$ cat src/rtl/bus_responder_mem.sv
// Single-initiator bus responder: a word RAM with byte enables plus a memory-mapped
// character output port, with a fixed wait-state count before each response.
module bus_responder_mem #(
    parameter int          DEPTH     = 64,
    parameter int          WAIT      = 1,
    parameter logic [31:0] PORT_ADDR = 32'h0000_1000
) (
    input  logic        clk,
    input  logic        rstb,
    input  logic        valid,
    input  logic        write,
    input  logic [31:0] addr,
    input  logic [2:0]  size,
    input  logic [31:0] wdata,
    output logic [31:0] rdata,
    output logic        ready,
    output logic        err,
    output logic        tx_valid,
    output logic [7:0]  tx_data,
    input  logic        tx_ready,
    output logic [31:0] tx_count
);

    localparam int          AW       = (DEPTH > 1) ? $clog2(DEPTH) : 1;
    localparam logic [3:0]  WAIT_CYC = 4'(WAIT);
    localparam logic [31:0] RAM_END  = 32'(4 * DEPTH);

    typedef enum logic [1:0] {
        ST_IDLE = 2'd0,
        ST_WAIT = 2'd1,
        ST_PORT = 2'd2,
        ST_RESP = 2'd3
    } state_t;

    state_t      state_r, state_s;
    logic [3:0]  wait_cnt_r;
    logic [31:0] addr_r, wdata_r;
    logic [2:0]  size_r;
    logic        write_r;
    logic [31:0] rdata_r, tx_count_r;
    logic        ready_r, err_r, tx_valid_r;
    logic [7:0]  tx_data_r;

    logic [31:0] cur_addr_s, cur_wdata_s;
    logic [2:0]  cur_size_s;
    logic        cur_write_s;
    logic        is_port_s, port_store_s, err_s, resp_entry_s;
    logic [3:0]  be_s;
    logic [AW-1:0] idx_s;

    logic [31:0] mem_r [DEPTH];

    function automatic logic [3:0] byte_en_f(input logic [2:0] sz, input logic [1:0] a);
        case (sz)
            3'd0:    byte_en_f = 4'b0001 << a;
            3'd1:    byte_en_f = a[1] ? 4'b1100 : 4'b0011;
            3'd2:    byte_en_f = 4'b1111;
            default: byte_en_f = 4'b0000;
        endcase
    endfunction

    // With WAIT=0 the request goes straight from IDLE to RESP, so decode from the live inputs there.
    always_comb begin
        if (state_r == ST_IDLE) begin
            cur_addr_s  = addr;
            cur_wdata_s = wdata;
            cur_size_s  = size;
            cur_write_s = write;
        end else begin
            cur_addr_s  = addr_r;
            cur_wdata_s = wdata_r;
            cur_size_s  = size_r;
            cur_write_s = write_r;
        end
    end

    // Address/size decode; port stores accept any size and never flag an error.
    always_comb begin
        is_port_s    = (cur_addr_s[31:2] == PORT_ADDR[31:2]);
        port_store_s = is_port_s & cur_write_s;
        idx_s        = cur_addr_s[AW+1:2];
        be_s         = byte_en_f(cur_size_s, cur_addr_s[1:0]);
        if (port_store_s) begin
            err_s = 1'b0;
        end else begin
            err_s = (cur_size_s > 3'd2)
                  | ((cur_size_s == 3'd1) & cur_addr_s[0])
                  | ((cur_size_s == 3'd2) & (cur_addr_s[1:0] != 2'd0))
                  | (~is_port_s & (cur_addr_s >= RAM_END));
        end
    end

    // Next-state logic.
    always_comb begin
        state_s = state_r;
        case (state_r)
            ST_IDLE: begin
                if (valid) begin
                    if (WAIT_CYC != 4'd0) begin
                        state_s = ST_WAIT;
                    end else if (port_store_s) begin
                        state_s = ST_PORT;
                    end else begin
                        state_s = ST_RESP;
                    end
                end else begin
                    state_s = ST_IDLE;
                end
            end
            ST_WAIT: begin
                if (wait_cnt_r <= 4'd1) begin
                    state_s = port_store_s ? ST_PORT : ST_RESP;
                end else begin
                    state_s = ST_WAIT;
                end
            end
            ST_PORT: begin
                if (tx_valid_r && tx_ready) begin
                    state_s = ST_RESP;
                end else begin
                    state_s = ST_PORT;
                end
            end
            ST_RESP: state_s = ST_IDLE;
            default: state_s = ST_IDLE;
        endcase
        resp_entry_s = (state_s == ST_RESP) && ((state_r == ST_IDLE) || (state_r == ST_WAIT));
    end

    // Control, capture, response and output-port registers.
    always_ff @(posedge clk or negedge rstb) begin
        if (!rstb) begin
            state_r    <= ST_IDLE;
            wait_cnt_r <= 4'd0;
            addr_r     <= 32'd0;
            wdata_r    <= 32'd0;
            size_r     <= 3'd0;
            write_r    <= 1'b0;
            rdata_r    <= 32'd0;
            ready_r    <= 1'b0;
            err_r      <= 1'b0;
            tx_valid_r <= 1'b0;
            tx_data_r  <= 8'd0;
            tx_count_r <= 32'd0;
        end else begin
            state_r <= state_s;
            ready_r <= (state_s == ST_RESP);
            err_r   <= resp_entry_s & err_s;
            if (state_r == ST_IDLE && valid) begin
                addr_r     <= addr;
                wdata_r    <= wdata;
                size_r     <= size;
                write_r    <= write;
                wait_cnt_r <= WAIT_CYC;
            end else if (state_r == ST_WAIT && wait_cnt_r != 4'd0) begin
                wait_cnt_r <= wait_cnt_r - 4'd1;
            end
            if (resp_entry_s && !cur_write_s) begin
                rdata_r <= err_s ? 32'd0 : (is_port_s ? tx_count_r : mem_r[idx_s]);
            end
            if (state_s == ST_PORT && state_r != ST_PORT) begin
                tx_valid_r <= 1'b1;
                tx_data_r  <= cur_wdata_s[{cur_addr_s[1:0], 3'b000} +: 8];
            end else if (state_r == ST_PORT && tx_valid_r && tx_ready) begin
                tx_valid_r <= 1'b0;
                tx_count_r <= tx_count_r + 32'd1;
            end
        end
    end

    // RAM write port; contents are intentionally left unreset.
    always_ff @(posedge clk) begin
        if (resp_entry_s && cur_write_s && !err_s) begin
            for (int i = 0; i < 4; i++) begin
                if (be_s[i]) begin
                    mem_r[idx_s][8*i +: 8] <= cur_wdata_s[8*i +: 8];
                end
            end
        end
    end

    assign rdata    = rdata_r;
    assign ready    = ready_r;
    assign err      = err_r;
    assign tx_valid = tx_valid_r;
    assign tx_data  = tx_data_r;
    assign tx_count = tx_count_r;

endmodule

$ cat config.mk
export PLATFORM = sky130hd
export DESIGN_NAME = bus_responder_mem
export DESIGN_NICKNAME = d
export VERILOG_FILES = /design/src/rtl/bus_responder_mem.sv
export SDC_FILE = /design/constraint.sdc
export NUM_CORES = 2
export LEC_CHECK = 0
export CAP_MARGIN = 5
export CORE_ASPECT_RATIO = 1.4
export CORE_MARGIN = 4
export CORE_UTILIZATION = 45
export CTS_CLUSTER_DIAMETER = 40
export DETAILED_ROUTE_END_ITERATION = 12
export HOLD_SLACK_MARGIN = 0.1
export PLACE_DENSITY_LB_ADDON = 0.12
export SLEW_MARGIN = 20
export SYNTH_ARGS = -nofsm -noshare
export SYNTH_HDL_FRONTEND = slang
export SYNTH_SLANG_ARGS = --single-unit
$ cat constraint.sdc
create_clock -name clk -period 8.4 [get_ports clk]
set_input_delay 0.84 -clock clk [delete_from_list [all_inputs] [get_ports clk]]
set_output_delay 0.84 -clock clk [all_outputs]
set_load 0.01 [all_outputs]
# Yosys cells after proc, flatten, opt, wreduce, memory -nomap -nowiden
# Memories as Yosys holds them, arrays and structs flattened.
# Cells that the tools add are included.
# classes
order_cmp	3
add_sub_neg	2
n_reduce_logical	20
mux	30
n_eq_ne	9
n_bitwise	10
n_shift	2
# ops
cell	count
2-to-1 mux 32 bit	4
adder 32 x 1 -> 32 bit, second input constant	1
greater-or-equal comparator 32 x 9 -> 1 bit, second input constant	1
variable part select 32 x 6 -> 8 bit	1
== test 30 x 11 -> 1 bit, second input constant	1
2-to-1 mux 1 bit	19
2-to-1 mux 4 bit	3
case mux 4 bit (3 select lines)	1
logical AND 1 bit	10
== test 2 bit, second input constant	4
case mux 2 bit (4 select lines)	1
nonzero test 2 bit	3
AND 1 bit	5
<= comparator 4 x 1 -> 1 bit, second input constant	1
nonzero test 4 bit	1
<< shifter 1 x 2 -> 4 bit, first input constant	1
subtractor 4 x 1 -> 4 bit, second input constant	1
== test 3 x 1 -> 1 bit, second input constant	1
== test 3 x 2 -> 1 bit, second input constant	1
> comparator 3 x 2 -> 1 bit, second input constant	1
logical NOT 3 bit	1
2-to-1 mux 3 bit	1
bitwise OR 1 bit	3
== test 2 x 1 -> 1 bit, second input constant	1
other kinds (7)	9
# word_totals
output_inout_bits	75
register_bits	149
wordCells	89
mem_bits_rw	2048
in_bits	72
memories	1
# mem_list
name	words	word_bits	read_ports	rd_clocked_by_memory_dff	write_ports	line	rtl
mem_r	64	32	1	0	1	51	logic [31:0] mem_r [DEPTH];

# Depth between registers and ports, before layout
# logic_depth
ltp_word	13
ltp_mapped	15

# Least setup slack after synthesis
# OpenSTA, ideal clock, no wires.
# synth_path
path_type	input-to-reg
start	input port addr[6]
end	memory mem_r[1][24], enable pin
required_time_ns	8.017
setup_ns	0.383
arrival_ns	3.483
slack_ns	4.533
cell_stages	10
path_cell_list	or4_1 -> o31a_1 -> buf_6 -> nor4_4 -> o311ai_2 -> a2111o_1 -> o21bai_1 -> buf_2 -> buf_6 -> nor3_1
# synth_via
elab_chain_len	12
elab_cells_between_ends	18
# synth_lines
item	line	rtl
from (decl)	12	input logic [31:0] addr,
2-to-1 mux 32 bit *	64	if (state_r == ST_IDLE) begin
parallel branches: the longest is 11 deep, another holds greater-or-equal comparator 32 x 9 -> 1 bit	n/a	
to (decl)	51	
# Every way passes the cells marked *.

# Worst setup path in the final report
# layout_path
start	register state_r[1]
end	memory mem_r[7][2], enable pin
# layout_via
elab_chain_len	13
elab_cells_between_ends	38
# layout_lines
item	line	rtl
from (decl)	35	state_t state_r, state_s;
from (signal assigned)	146	state_r <= state_s;
parallel branches: the longest is 13 deep, another holds greater-or-equal comparator 32 x 9 -> 1 bit	n/a	
# Several ways; the timed one is not identified.

==> impl_metrics.ini <==
[grt]
grt_pass1_wl_mm = 427
antenna_found_initial = 18
grt.overflow.total = 0
grt_max_degree = 134
grt_pass1_vias = 53200
grt_usage_pct = 30.9

[yosys]
ys.flop_type = edfxtp_1
ys_warn_count = 0
synthArstFlopShare_pct = 6.78
synth_cell_types = 88
synth_area_mm2 = 0.0848
syn_nets = 5746
synth_edf_count = 2048
ys_seq_area_share_pct = 76.9
syn_inst = 5670
ys_ff_latch = 2197
syn_area_per_cell_um2 = 15.0

[outcome]
status = complete, but fails checks
violations = design-rule violations

[timing]
hold_viol_final = 0
tightest_slew_ns = 1.24
rsz0062_at_grt = false
setup_tns_ns = 0
drv_slew = 0
setup_viol = 0
fmax_ghz = 0.174
timing.final.ws_setup_ns = 2.67
period_share_pct = 68.3
slew_headroom_pct = 17.3
period_needed_ns = 5.73
worst_hold_slack_ns = 0.476
fin_worst_skew_ns = 0.0344

[critical_path]
cp-start-kind = flop
worst-path-max-fanout = 32
crit_path_end_kind = flop
critPathKind = flop to flop
cp_slowest_cell = nor2_1
slowest_delay_ns = 0.98
crit_buf_inv = 3
r2r-start = state_r[1]$_DFF_PN0_
required_ns = 8.88
crit_chain = nor2_4, buf_4, mux2_4, buf_4, nor2_2, buf_4, nand2_1, nor2_1
cpMostUsedCell = buf_4
crit_arrival_ns = 6.21
crit_start = state_r[1]$_DFF_PN0_
crit_family = simple AND/OR/NAND/NOR gates

[layout]
area_growth_pct = 13.8
fillCellCount = 15500
final_area_mm2 = 0.0965
final_common_cell = edfxtp_1
drive_gt1_share_pct = 10.8
fin_nets = 5834
mostFrequentLayoutCells = 2,048 x edfxtp_1, 692 x nand2_1, 453 x o22ai_1, 422 x nor2_1, 217 x clkbuf_16

[placed_design]
post-place-ws_ns = 2.56
globalplace.congestion = 0.887
dp_hpwl_mm = 183
place_area_mm2 = 0.0891
port-buffer-count = 146

[clock_tree]
insertion_delay_ns = 0.87
cts_buffers = 215
cts-root-buf = clkbuf_16
ctsLongestPathBuffers = 3
cts.reportedPaths.clkPinSlew_ns = 0.06
ctsResizeCount = 0
cts_tree = yes
clock_sinks = 2197
h-tree-depth = 4
cts_setup_buffers = 0
ctsHoldBuffers = 1

[drt]
drt_iter0_drc = 7518
wirelength_mm = 307
route.met2.wl_mm = 143
wl_met3_mm = 29.6
ant_nets = 0
drc = 1
vias = 54900
dr.pass1.iters = 11
wire_per_inst_um = 36.5
met1Wirelength_mm = 115
vias_per_cell = 6.52
top_layer = met5

[floorplanning]
chipWidth_um = 375
die-area_mm2 = 0.196
core_area_mm2 = 0.187
ios = 147
die_h_um = 522
rows = 188
start_util_pct = 45.3

[power_and_ir_drop]
p_leak_nw = 30.7
power.density_mw_per_mm2 = 390
irDropWorstVdd_uv = 364
power_mw = 37.7

[worst_hold_path]
hold_path_class = flop to flop
worstHoldStart = tx_data[3]$_DFFE_PN0P_

[job]
drv_cap = 0
==> per-stage QoR <==
step / utilization, % / instances
after floorplan: - / 5670
after global placement: 47.5 / 8009
after detailed placement: 47.5 / 8009
after CTS: 51.4 / 8415
after global routing: 51.5 / 8417
final: 51.5 / 8429
==> synth_stat cells (52+ instances only) <==
library cell / count / area, um2
edfxtp_1: 2048 / 61500
nor3_1: 127 / 636
o221ai_1: 203 / 1780
nor2_1: 431 / 1620
a21oi_1: 91 / 455
buf_2: 205 / 1030
clkbuf_1: 141 / 529
o21ai_0: 182 / 911
nand2_1: 733 / 2750
dfrtp_1: 149 / 3730
nand3_1: 96 / 480
a31oi_1: 77 / 482
o22ai_1: 453 / 2830
mux2i_1: 52 / 521
==> report_power, final <==
group | leakage (nW) | internal, mW | switching (mW)
registers | 20.6 | 14.0 | 0.171
logic | 6.66 | 2.91 | 10.5
clock network | 3.51 | 5.70 | 4.34
==> cell type report <==
cell class,instances,area (um2),share of cell area (%)
repair buffers,280,2710,2.80
inverters,7,26.3,0.0272
well taps,2470,3090,3.20
clock buffers,270,5700,5.90
diodes,13,32.5,0.0337
clock inverters,135,1630,1.69
flip-flops and latches,2197,65200,67.6
multi-input cells,3057,18100,18.8
==> worst register-to-register path: stages (launching register included) <==
cell,delay (ns)
dfrtp_1,0.66
nor2_4,0.65
buf_4,0.53
mux2_4,0.59
buf_4,0.48
nor2_2,0.18
buf_4,0.48
nand2_1,0.80
nor2_1,0.99
==> cell families after synthesis <==
logic type,count (synthesis),share of synthesized area [%]
xor gates and xnor gates,34,0.351
adders and majority gates,4,0.0590
AOI/OAI and AO/OA,1361,11.1
buffers and inverters,416,2.31
muxes,76,1.04
and+or+nand+nor,1582,8.24
DFF,2197,76.9
==> per-layer routing <==
layer | global-route usage, % | vias to the layer above
met5 | 0 | -
met2 | 49.0 | 3256
met3 | 6.13 | 673
met4 | 17.0 | 10
li1 | - | 22600
met1 | 40.4 | 28400
==> path summary, 6_finish.rpt <==
| path | end | slack, ns | cells past startpoint |
|---|---|---|---|
| min in group asynchronous | tx_count[0]$_DFFE_PN0P_ | 0.65 | 2 |
| setup / recovery | mem_r[7][2]$_DFFE_PP_ | 2.67 | 8 |
| hold / removal | tx_data[3]$_DFFE_PN0P_ | 0.48 | 2 |
| hold reg to reg | tx_data[3]$_DFFE_PN0P_ | 0.48 | 2 |
| max in group asynchronous | tx_count[9]$_DFFE_PN0P_ | 6.52 | 4 |
| setup reg to reg | mem_r[7][2]$_DFFE_PP_ | 2.67 | 8 |
==> registers in the layout (all words and copies together) (netlist names) <==
name and flops:
size_r 3, wdata_r 32, write_r 1, ready 1, wait_cnt_r 4, mem_r 2048, tx_count 32, tx_valid 1
addr_r 32, state_r 2, tx_data 8, err 1, rdata 32
Power figures use the tool's default switching activity.
